[config.mk]
export PLATFORM = sky130hd
export DESIGN_NAME = alt_pulse_rx
export DESIGN_NICKNAME = d
export VERILOG_FILES = /design/src/rtl/alt_pulse_pkg.sv /design/src/rtl/pulse_edge_det.sv /design/src/rtl/alt_pulse_rx.sv
export SDC_FILE = /design/constraint.sdc
export NUM_CORES = 1
export LEC_CHECK = 0
export BUFFER_PORTS_ARGS = -buffer_cell sky130_fd_sc_hd__clkbuf_2
export CAP_MARGIN = 10
export CORE_MARGIN = 5
export CORE_UTILIZATION = 40
export DETAILED_ROUTE_END_ITERATION = 16
export PLACE_DENSITY = 0.67
export REMOVE_ABC_BUFFERS = 1
export SLEW_MARGIN = 25
export SYNTH_ARGS = -nofsm -noshare
export SYNTH_HDL_FRONTEND = slang
export SYNTH_SLANG_ARGS = --single-unit
[constraint.sdc]
create_clock -name clk -period 3.15 [get_ports clk]
set_input_delay 0.1575 -clock clk [delete_from_list [all_inputs] [get_ports clk]]
set_output_delay 0.1575 -clock clk [all_outputs]
set_load 0.03 [all_outputs]
[src/rtl/alt_pulse_pkg.sv]
// Shared types and constants for the alternating pulse receiver.
// Contents: FSM state enum, error-bit indices, timer width.
package alt_pulse_pkg;

    // Width of the gap and high-length timers
    localparam int unsigned TMR_W = 8;

    // Bit positions inside out_err
    localparam int unsigned ERR_OVF   = 0;
    localparam int unsigned ERR_STUCK = 1;

    typedef enum logic [1:0] {
        IDLE = 2'd0,
        HIGH = 2'd1,
        LOW  = 2'd2,
        DONE = 2'd3
    } state_e;

endpackage

[src/rtl/pulse_edge_det.sv]
// Previous-sample register with rise/fall strobes for a single-bit line.
// Ports:
//   clk, rst  - clock, asynchronous active-high reset
//   pulse_i   - line sampled every cycle
//   rise_c    - pulse_i=1 while previous sample was 0 (combinational)
//   fall_c    - pulse_i=0 while previous sample was 1 (combinational)
module pulse_edge_det (
    input  logic clk,
    input  logic rst,
    input  logic pulse_i,
    output logic rise_c,
    output logic fall_c
);

    logic pulse_q;

    // Previous sample, updated unconditionally
    always_ff @(posedge clk or posedge rst) begin
        if (rst) begin
            pulse_q <= 1'b0;
        end else begin
            pulse_q <= pulse_i;
        end
    end

    assign rise_c = pulse_i & ~pulse_q;
    assign fall_c = ~pulse_i & pulse_q;

endmodule

[src/rtl/alt_pulse_rx.sv]
// Alternating pulse train receiver: counts rising edges within a burst,
// ends the burst after GAP_TIMEOUT low samples and hands the count out
// through a valid/ready report.
// Ports:
//   clk, rst   - clock, asynchronous active-high reset
//   pulse_in   - pulse line, synchronous to clk
//   out_valid  - report available (held until accepted)
//   out_ready  - consumer accepts the report
//   out_count  - pulses counted in the burst (saturating)
//   out_err    - [0] count overflow, [1] stuck-high abort
//   busy       - receiver not in IDLE
module alt_pulse_rx
    import alt_pulse_pkg::*;
#(
    parameter int unsigned CNT_W       = 8,
    parameter int unsigned GAP_TIMEOUT = 4,
    parameter int unsigned MAX_HIGH    = 16
) (
    input  logic             clk,
    input  logic             rst,
    input  logic             pulse_in,
    output logic             out_valid,
    input  logic             out_ready,
    output logic [CNT_W-1:0] out_count,
    output logic [1:0]       out_err,
    output logic             busy
);

    localparam logic [CNT_W-1:0] CNT_MAX = '1;

    state_e             state_q, state_d;
    logic [CNT_W-1:0]   count_q, count_d;
    logic [1:0]         err_q, err_d;
    logic [TMR_W-1:0]   gap_q, gap_d;
    logic [TMR_W-1:0]   hi_len_q, hi_len_d;
    logic               out_valid_q, out_valid_d;
    logic               busy_q, busy_d;
    logic               rise_c, fall_c;

    pulse_edge_det u_edge (
        .clk     (clk),
        .rst     (rst),
        .pulse_i (pulse_in),
        .rise_c  (rise_c),
        .fall_c  (fall_c)
    );

    // State and counter registers
    always_ff @(posedge clk or posedge rst) begin
        if (rst) begin
            state_q     <= IDLE;
            count_q     <= '0;
            err_q       <= '0;
            gap_q       <= '0;
            hi_len_q    <= '0;
            out_valid_q <= 1'b0;
            busy_q      <= 1'b0;
        end else begin
            state_q     <= state_d;
            count_q     <= count_d;
            err_q       <= err_d;
            gap_q       <= gap_d;
            hi_len_q    <= hi_len_d;
            out_valid_q <= out_valid_d;
            busy_q      <= busy_d;
        end
    end

    // Next-state and counter update. In HIGH the previous sample is always 1
    // and in LOW always 0, so fall_c/rise_c are exactly "line low"/"line high".
    always_comb begin
        state_d  = state_q;
        count_d  = count_q;
        err_d    = err_q;
        gap_d    = gap_q;
        hi_len_d = hi_len_q;

        unique case (state_q)
            IDLE: begin
                if (rise_c) begin
                    state_d  = HIGH;
                    count_d  = CNT_W'(1);
                    hi_len_d = TMR_W'(1);
                end
            end
            HIGH: begin
                if (fall_c) begin
                    gap_d   = TMR_W'(1);
                    // A timeout of one ends the burst on the first low
                    state_d = (gap_d == TMR_W'(GAP_TIMEOUT)) ? DONE : LOW;
                end else begin
                    hi_len_d = hi_len_q + TMR_W'(1);
                    if (hi_len_d == TMR_W'(MAX_HIGH)) begin
                        err_d[ERR_STUCK] = 1'b1;
                        state_d          = DONE;
                    end
                end
            end
            LOW: begin
                if (rise_c) begin
                    state_d  = HIGH;
                    hi_len_d = TMR_W'(1);
                    if (count_q == CNT_MAX) begin
                        err_d[ERR_OVF] = 1'b1;
                    end else begin
                        count_d = count_q + CNT_W'(1);
                    end
                end else begin
                    gap_d = gap_q + TMR_W'(1);
                    if (gap_d == TMR_W'(GAP_TIMEOUT)) begin
                        state_d = DONE;
                    end
                end
            end
            DONE: begin
                // Line activity is ignored until the report is taken
                if (out_ready) begin
                    state_d  = IDLE;
                    count_d  = '0;
                    err_d    = '0;
                    gap_d    = '0;
                    hi_len_d = '0;
                end
            end
            default: begin
                state_d = IDLE;
            end
        endcase

        out_valid_d = (state_d == DONE);
        busy_d      = (state_d != IDLE);
    end

    assign out_valid = out_valid_q;
    assign out_count = count_q;
    assign out_err   = err_q;
    assign busy      = busy_q;

endmodule
; After elaboration in Yosys (flattened, before gate mapping)
; Cells that the tools add are included.
[op_classes]
bitwise = 4
n_addsub = 3
eq_ne = 17
n_reduce_logical = 12
n_mux = 24
[ops]
columns = operator, n
row1 = 8-bit case mux with 3 select lines, 3
row2 = 8-bit 2-to-1 mux, 7
row3 = "8-bit by 1-bit adder with 8-bit output, second input constant", 3
row4 = "2-bit != test, second input constant", 9
row5 = 2-bit 2-to-1 mux, 7
row6 = 4-bit AND reduction, 3
row7 = "8-bit by 3-bit equality test with 1-bit output, second input constant", 1
row8 = "8-bit by 5-bit equality test with 1-bit output, second input constant", 1
row9 = "8-bit equality test, second input constant", 1
row10 = 2-bit case mux with 4 select lines, 1
row11 = "2-bit equality test, second input constant", 3
row12 = 2-bit nonzero test, 3
row13 = 3-bit nonzero test, 2
row14 = 5-bit AND reduction, 1
row15 = 1-bit 2-to-1 mux, 4
row16 = 1-bit case mux with 2 select lines, 2
row17 = 3-bit AND reduction, 1
row18 = 1-bit AND, 2
row19 = "2-bit by 1-bit equality test with 1-bit output, second input constant", 1
row20 = 2-bit logical NOT, 1
row21 = "2-bit by 1-bit != test with 1-bit output, second input constant", 1
row22 = 1-bit NOT, 2
row23 = 2-bit OR reduction, 1
[totals]
input_bits = 4
word_cells = 69
ff_bits = 31

; Logic depth before layout (Yosys ltp)
[depth]
ltp_word = 6
depth_mapped = 5

; Hierarchy
; A second synthesis with hierarchy kept.
[hier_totals]
hier_cells = 184
hier_area_um2 = 1759.2
[by_module_without_submodules]
columns = module, instances, cells_per_inst, area_each_um2, seq_area_each_um2
row1 = alt_pulse_rx, 1, 180, 1715.4, 750.7
row2 = pulse_edge_det, 1, 4, 43.8, 25.0

; Worst setup path after synthesis
; No wires, ideal clock.
[synth_path]
path_type = reg-to-reg
start = reg count_q[0] (netlist: out_count[0])
end = reg count_q[0] (netlist: out_count[0])
path_stages_with_launch = 6
synth_period_minus_slack_ns = 1.876
path_slack_ns = 1.274
t_required_ns = 3.004
path_buffers = 0
setup_time_ns = 0.146
arrival_time_ns = 1.730
cell_sequence = dfrtp_1 > ha_1 > nand3_1 > or4_4 > a21oi_1 > a31oi_1
[synth_between]
elab_chain_cells = 4
elab_cells_between_ends = 7
classes_between = add/sub (1) / eq/ne (2) / mux (3) / reduce/logical (1)
[synth_lines]
columns = element, line
row1 = from (decl), alt_pulse_rx.sv:32  ; logic [CNT_W-1:0] count_q, count_d;
row2 = from (signal assigned), alt_pulse_rx.sv:60  ; count_q <= count_d;
row3 = 8-bit by 1-bit adder with 8-bit output, alt_pulse_rx.sv:106  ; count_d = count_q + CNT_W'(1);
row4 = 8-bit 2-to-1 mux, alt_pulse_rx.sv:103  ; if (count_q == CNT_MAX) begin
row5 = 8-bit 2-to-1 mux, alt_pulse_rx.sv:100  ; if (rise_c) begin
row6 = 8-bit case mux with 3 select lines, alt_pulse_rx.sv:78  ; unique case (state_q)
; Parallel ways exist; a longest one is shown, timed or not. The select of a mux whose other input is x is not followed.
; A chain may end at the register's enable or synchronous reset.

; Worst setup path after layout
[layout_path]
start = reg state_q[1]
end = reg count_q[1] (netlist: out_count[1])
[layout_between]
elab_chain_cells = 3
elab_cells_between_ends = 10
classes_between = eq/ne (6) / mux (1) / reduce/logical (3)
[layout_lines]
columns = element, line
row1 = from (decl), alt_pulse_rx.sv:31  ; state_e state_q, state_d;
row2 = from (signal assigned), alt_pulse_rx.sv:59  ; state_q <= state_d;
row3 = 2-bit equality test or 2-bit logical NOT (tied branches), alt_pulse_rx.sv:78
row4 = 2-bit != test (no source line) or 3-bit nonzero test (tied branches), n/a
row5 = 5-bit AND reduction (no source line), n/a
; Parallel ways exist; a longest one is shown, timed or not.

==> results.txt <==
----------------------------------------------------
[Outcome]
  Run status ... completed

[Synth]
  Synth top area share ... 44.4%
  Post-Synthesis Cells ... 186
  Synthesized area divided by synthesized cell count ... 9.39 um^2
  Commonest cells post-synth ... sky130_fd_sc_hd__dfrtp_1, sky130_fd_sc_hd__o21ai_0, sky130_fd_sc_hd__nand2_1
  Cell with the most instances after synthesis ... sky130_fd_sc_hd__dfrtp_1
  Cell types occupying the most area after synthesis ... sky130_fd_sc_hd__dfrtp_1, sky130_fd_sc_hd__o21ai_0, sky130_fd_sc_hd__a21oi_1, sky130_fd_sc_hd__nand2_1, sky130_fd_sc_hd__ha_1
  Post-synthesis cell area ... 1750 um^2
  Register area share after synthesis ... 44.4%
  Number of distinct library cells after synthesis ... 47
  Post-synth EDFFs ... 0
  Largest area contributor in the synthesized netlist ... sky130_fd_sc_hd__dfrtp_1
  Count of synthesis-stage warnings from yosys ... 0
  Async set-or-reset flop fraction in the synthesized netlist ... 100%
  #FFs+latches synth ... 31
  Most frequently used flop master after synthesis ... sky130_fd_sc_hd__dfrtp_1

[Timing]
  Worst setup margin ... between 1 and 1.5 ns
  Max Slew Vio Count ... 0
  Number of hold violations in the final report ... 0
  Final clock period utilization by the worst path ... 64.5%
  Worst clock skew ... about 0.0023 ns
  TNS Setup ... 0 ns
  Worst Tran Pin Value ... 0.649 ns
  Post-Route Hold Slack ... 0.0766 ns
  Post-route minimum period ... a little over 2 ns
  Setup repair after global routing missed its margin ... false
  Relative slew margins ... 56.6%
  Setup violators final ... 0
  Upper clock frequency limit ... 492 MHz

[Placement]
  IO buf count ... 15
  HPWL reported at the end of detailed placement ... 2600 um
  Dpl ws ... approximately 1.2 ns
  Total placed cells including tap cells ... 246
  Cell Area, Placed ... 1850 um^2
  Placer congestion estimate ... about 0.81

[Detailed routing]
  Top Metal Used ... met4
  Routed wire length ... 3590 um
  Post-route met1 wirelength ... 1820 um
  Vias ... 1,446
  WL per Instance ... 14.1 um
  Pre-antenna DRT Iters ... 4
  Remaining antenna violation count after routing ... 0
  Post-DR vias/cell ... about 5.7
  Final routed DRC violation total ... 0
  Met2 wire length ... 1650 um
  Starting DRC count in detailed routing ... 63
  Met3 Wirelength ... between 100 and 150 um

[Final layout]
  Ant. Diodes ... 0
  Area grow syn2layout ... 12.4%
  Fillers ... 433
  Cell area after layout ... 1960 um^2
  Final layout net count ... roughly 210
  Layout cell share with drive strength beyond 1 ... 17.7%
  Fin cells ... 255

[Critical path]
  CP peak stage delay ... 0.62 ns
  Critical setup path kind ... flop to flop
  Data required time at the worst endpoint ... between 3 and 4 ns
  Slowest CP cell ... sky130_fd_sc_hd__dfrtp_1
  Worst Path Max Fanout ... 16
  Worst path cell trace ... nand2b_1 -> nor4_2 -> nor2_1 -> a32o_1
  Arr. time, crit path ... 2.20 ns
  Crit end category ... flop
  Worst Setup Start Kind ... flop

[Global routing]
  Overall track demand over capacity in global routing ... 12.8%
  Antenna violations before repair ... 0
  Pin count of the biggest net entering global routing ... 32
  Remaining global-route overflow ... 0
  Wire length of the first global-routing pass ... 6280 um
  Via count of the first global-routing pass ... ~1,300

[Clock tree]
  Total CTS buffers ... 5
  Clock sinks ... 31
  CTS root buf ... sky130_fd_sc_hd__clkbuf_8
  CTS Buffer Depth ... 2
  Clock transition time at the flip-flop clock pins of the worst setup and hold paths ... 0.06 ns
  H-Tree Level Count ... 2
  Clock insertion delay at the later pin of the skew report ... 0.27 ns
  Clock tree from TritonCTS ... yes
  Number of post-CTS setup repair buffers ... 0

[Pwr]
  Total leakage power ... between 0.7 and 0.8 nW
  Maximum VDD drop ... a little under 600 uV
  Power per cell area ... 763 nW/um^2

[Floorplanning]
  Horizontal extent of the die ... 76.1 um
  Initial core utilization ... 40.7%
  Height of the die ... 76.1 um
  Full die area ... 5790 um^2
  I/O pins ... 16
  Count of standard-cell rows ... 24
  CORE AREA ... 4290 um^2

[Flow run]
  Total of max-cap violations ... 0

[Worst hold path]
  Min-delay worst type ... input port to flop

----------------------------------------------------
[per-layer routing]
metal	vias to the layer above	track usage, %
li1	727	-
met1	697	18.5
met2	18	18.9
met3	4	3.31
met4	0	3.50
met5	-	0
[report_power, final]
| group | internal (mW) | total [mW] | switching [mW] |
|---|---|---|---|
| combinational | 0.210 | 0.544 | 0.334 |
| sequential | 0.478 | 0.613 | 0.134 |
| clock | 0.199 | 0.341 | 0.142 |
[sequential cells by signal, summed over array words and instances, names as in the netlist]
name / cells
gap_q: 8
hi_len_q: 8
out_count: 8
out_err: 2
state_q: 2
busy: 1
out_valid: 1
u_edge.pulse_q: 1
[stage by stage]
stage	utilization, %	power (mW)
floorplan	-	1.01
global placement	43.2	1.15
detailed placement	43.2	1.16
CTS	45.7	1.51
global route	45.7	1.61
finish	45.7	1.50
[critical path, delay by kind of cell, from the launching register on]
family / cells / cell delay, ns
compound gates: 1 / 0.27
simple gates: 3 / 1.04
flops: 1 / 0.62
[placed cells by master, fill, tap and decap left out, types with 2 or more instances in the layout]
master / netlist / final
sky130_fd_sc_hd__dfrtp_1: 31 / 31
sky130_fd_sc_hd__o21ai_0: 21 / 21
sky130_fd_sc_hd__nand2_1: 17 / 17
sky130_fd_sc_hd__clkbuf_2: 0 / 15
sky130_fd_sc_hd__a21oi_1: 14 / 14
sky130_fd_sc_hd__inv_1: 8 / 8
sky130_fd_sc_hd__clkbuf_8: 0 / 7
sky130_fd_sc_hd__nand2b_1: 6 / 6
sky130_fd_sc_hd__nand3_1: 6 / 6
sky130_fd_sc_hd__nor3_1: 5 / 5
sky130_fd_sc_hd__nor2b_1: 4 / 4
sky130_fd_sc_hd__nor4_1: 4 / 4
sky130_fd_sc_hd__nor2_1: 4 / 4
sky130_fd_sc_hd__xnor2_1: 3 / 3
sky130_fd_sc_hd__nand4_1: 3 / 3
sky130_fd_sc_hd__or2_2: 3 / 3
sky130_fd_sc_hd__o22ai_1: 3 / 3
sky130_fd_sc_hd__a22o_1: 3 / 3
sky130_fd_sc_hd__or3_1: 3 / 3
sky130_fd_sc_hd__o31ai_1: 3 / 3
sky130_fd_sc_hd__a211oi_1: 3 / 3
sky130_fd_sc_hd__ha_1: 3 / 3
sky130_fd_sc_hd__o211ai_1: 2 / 2
sky130_fd_sc_hd__mux2i_1: 2 / 2
sky130_fd_sc_hd__a32o_1: 2 / 2
sky130_fd_sc_hd__mux2_2: 2 / 2
sky130_fd_sc_hd__xor2_1: 2 / 2
sky130_fd_sc_hd__and4_1: 2 / 2
sky130_fd_sc_hd__a22oi_1: 2 / 2
[final cells by class]
| cell class | count | area [um^2] | area share (%) |
|---|---|---|---|
| Inverter | 8 | 30.0 | 1.53 |
| Sequential cell | 31 | 776 | 39.5 |
| Timing Repair Buffer | 17 | 92.6 | 4.72 |
| Clock buffer | 8 | 100 | 5.10 |
| Multi-Input combinational cell | 139 | 900 | 45.8 |
| Tap cell | 52 | 65.1 | 3.31 |
[final timing paths]
path | startpoint | endpoint | slack (ns) | cells past startpoint
worst max register to register | state_q[1] | out_count[1] | 1.12 | 4
min in group asynchronous | rst | hi_len_q[6] | 0.49 | 4
max in group asynchronous | rst | out_count[3] | 2.38 | 4
worst min-delay path | pulse_in | u_edge.pulse_q | 0.08 | 1
worst min register to register | gap_q[6] | gap_q[6] | 0.51 | 1
worst max-delay path | state_q[1] | out_count[1] | 1.12 | 4
[kinds of logic (layout without fill, tap and decap cells)]
| family | count (synthesis) | in the layout | share of synthesized area [%] |
|---|---|---|---|
| mux | 4 | 4 | 2.44 |
| flops | 31 | 31 | 44.4 |
| fa+ha+maj | 3 | 3 | 2.15 |
| xor+xnor | 5 | 5 | 2.51 |
| simple gates | 68 | 68 | 22.5 |
| compound gates | 59 | 59 | 21.9 |
| buf+inv | 16 | 33 | 4.08 |
[repair_timing]
action                                  CTS  global route
gates resized for setup                   0             0
endpoints found under the setup margin    0             0
hold buffers                              1             0
endpoints found under the hold margin    31             0
Power figures use the tool's default switching activity.
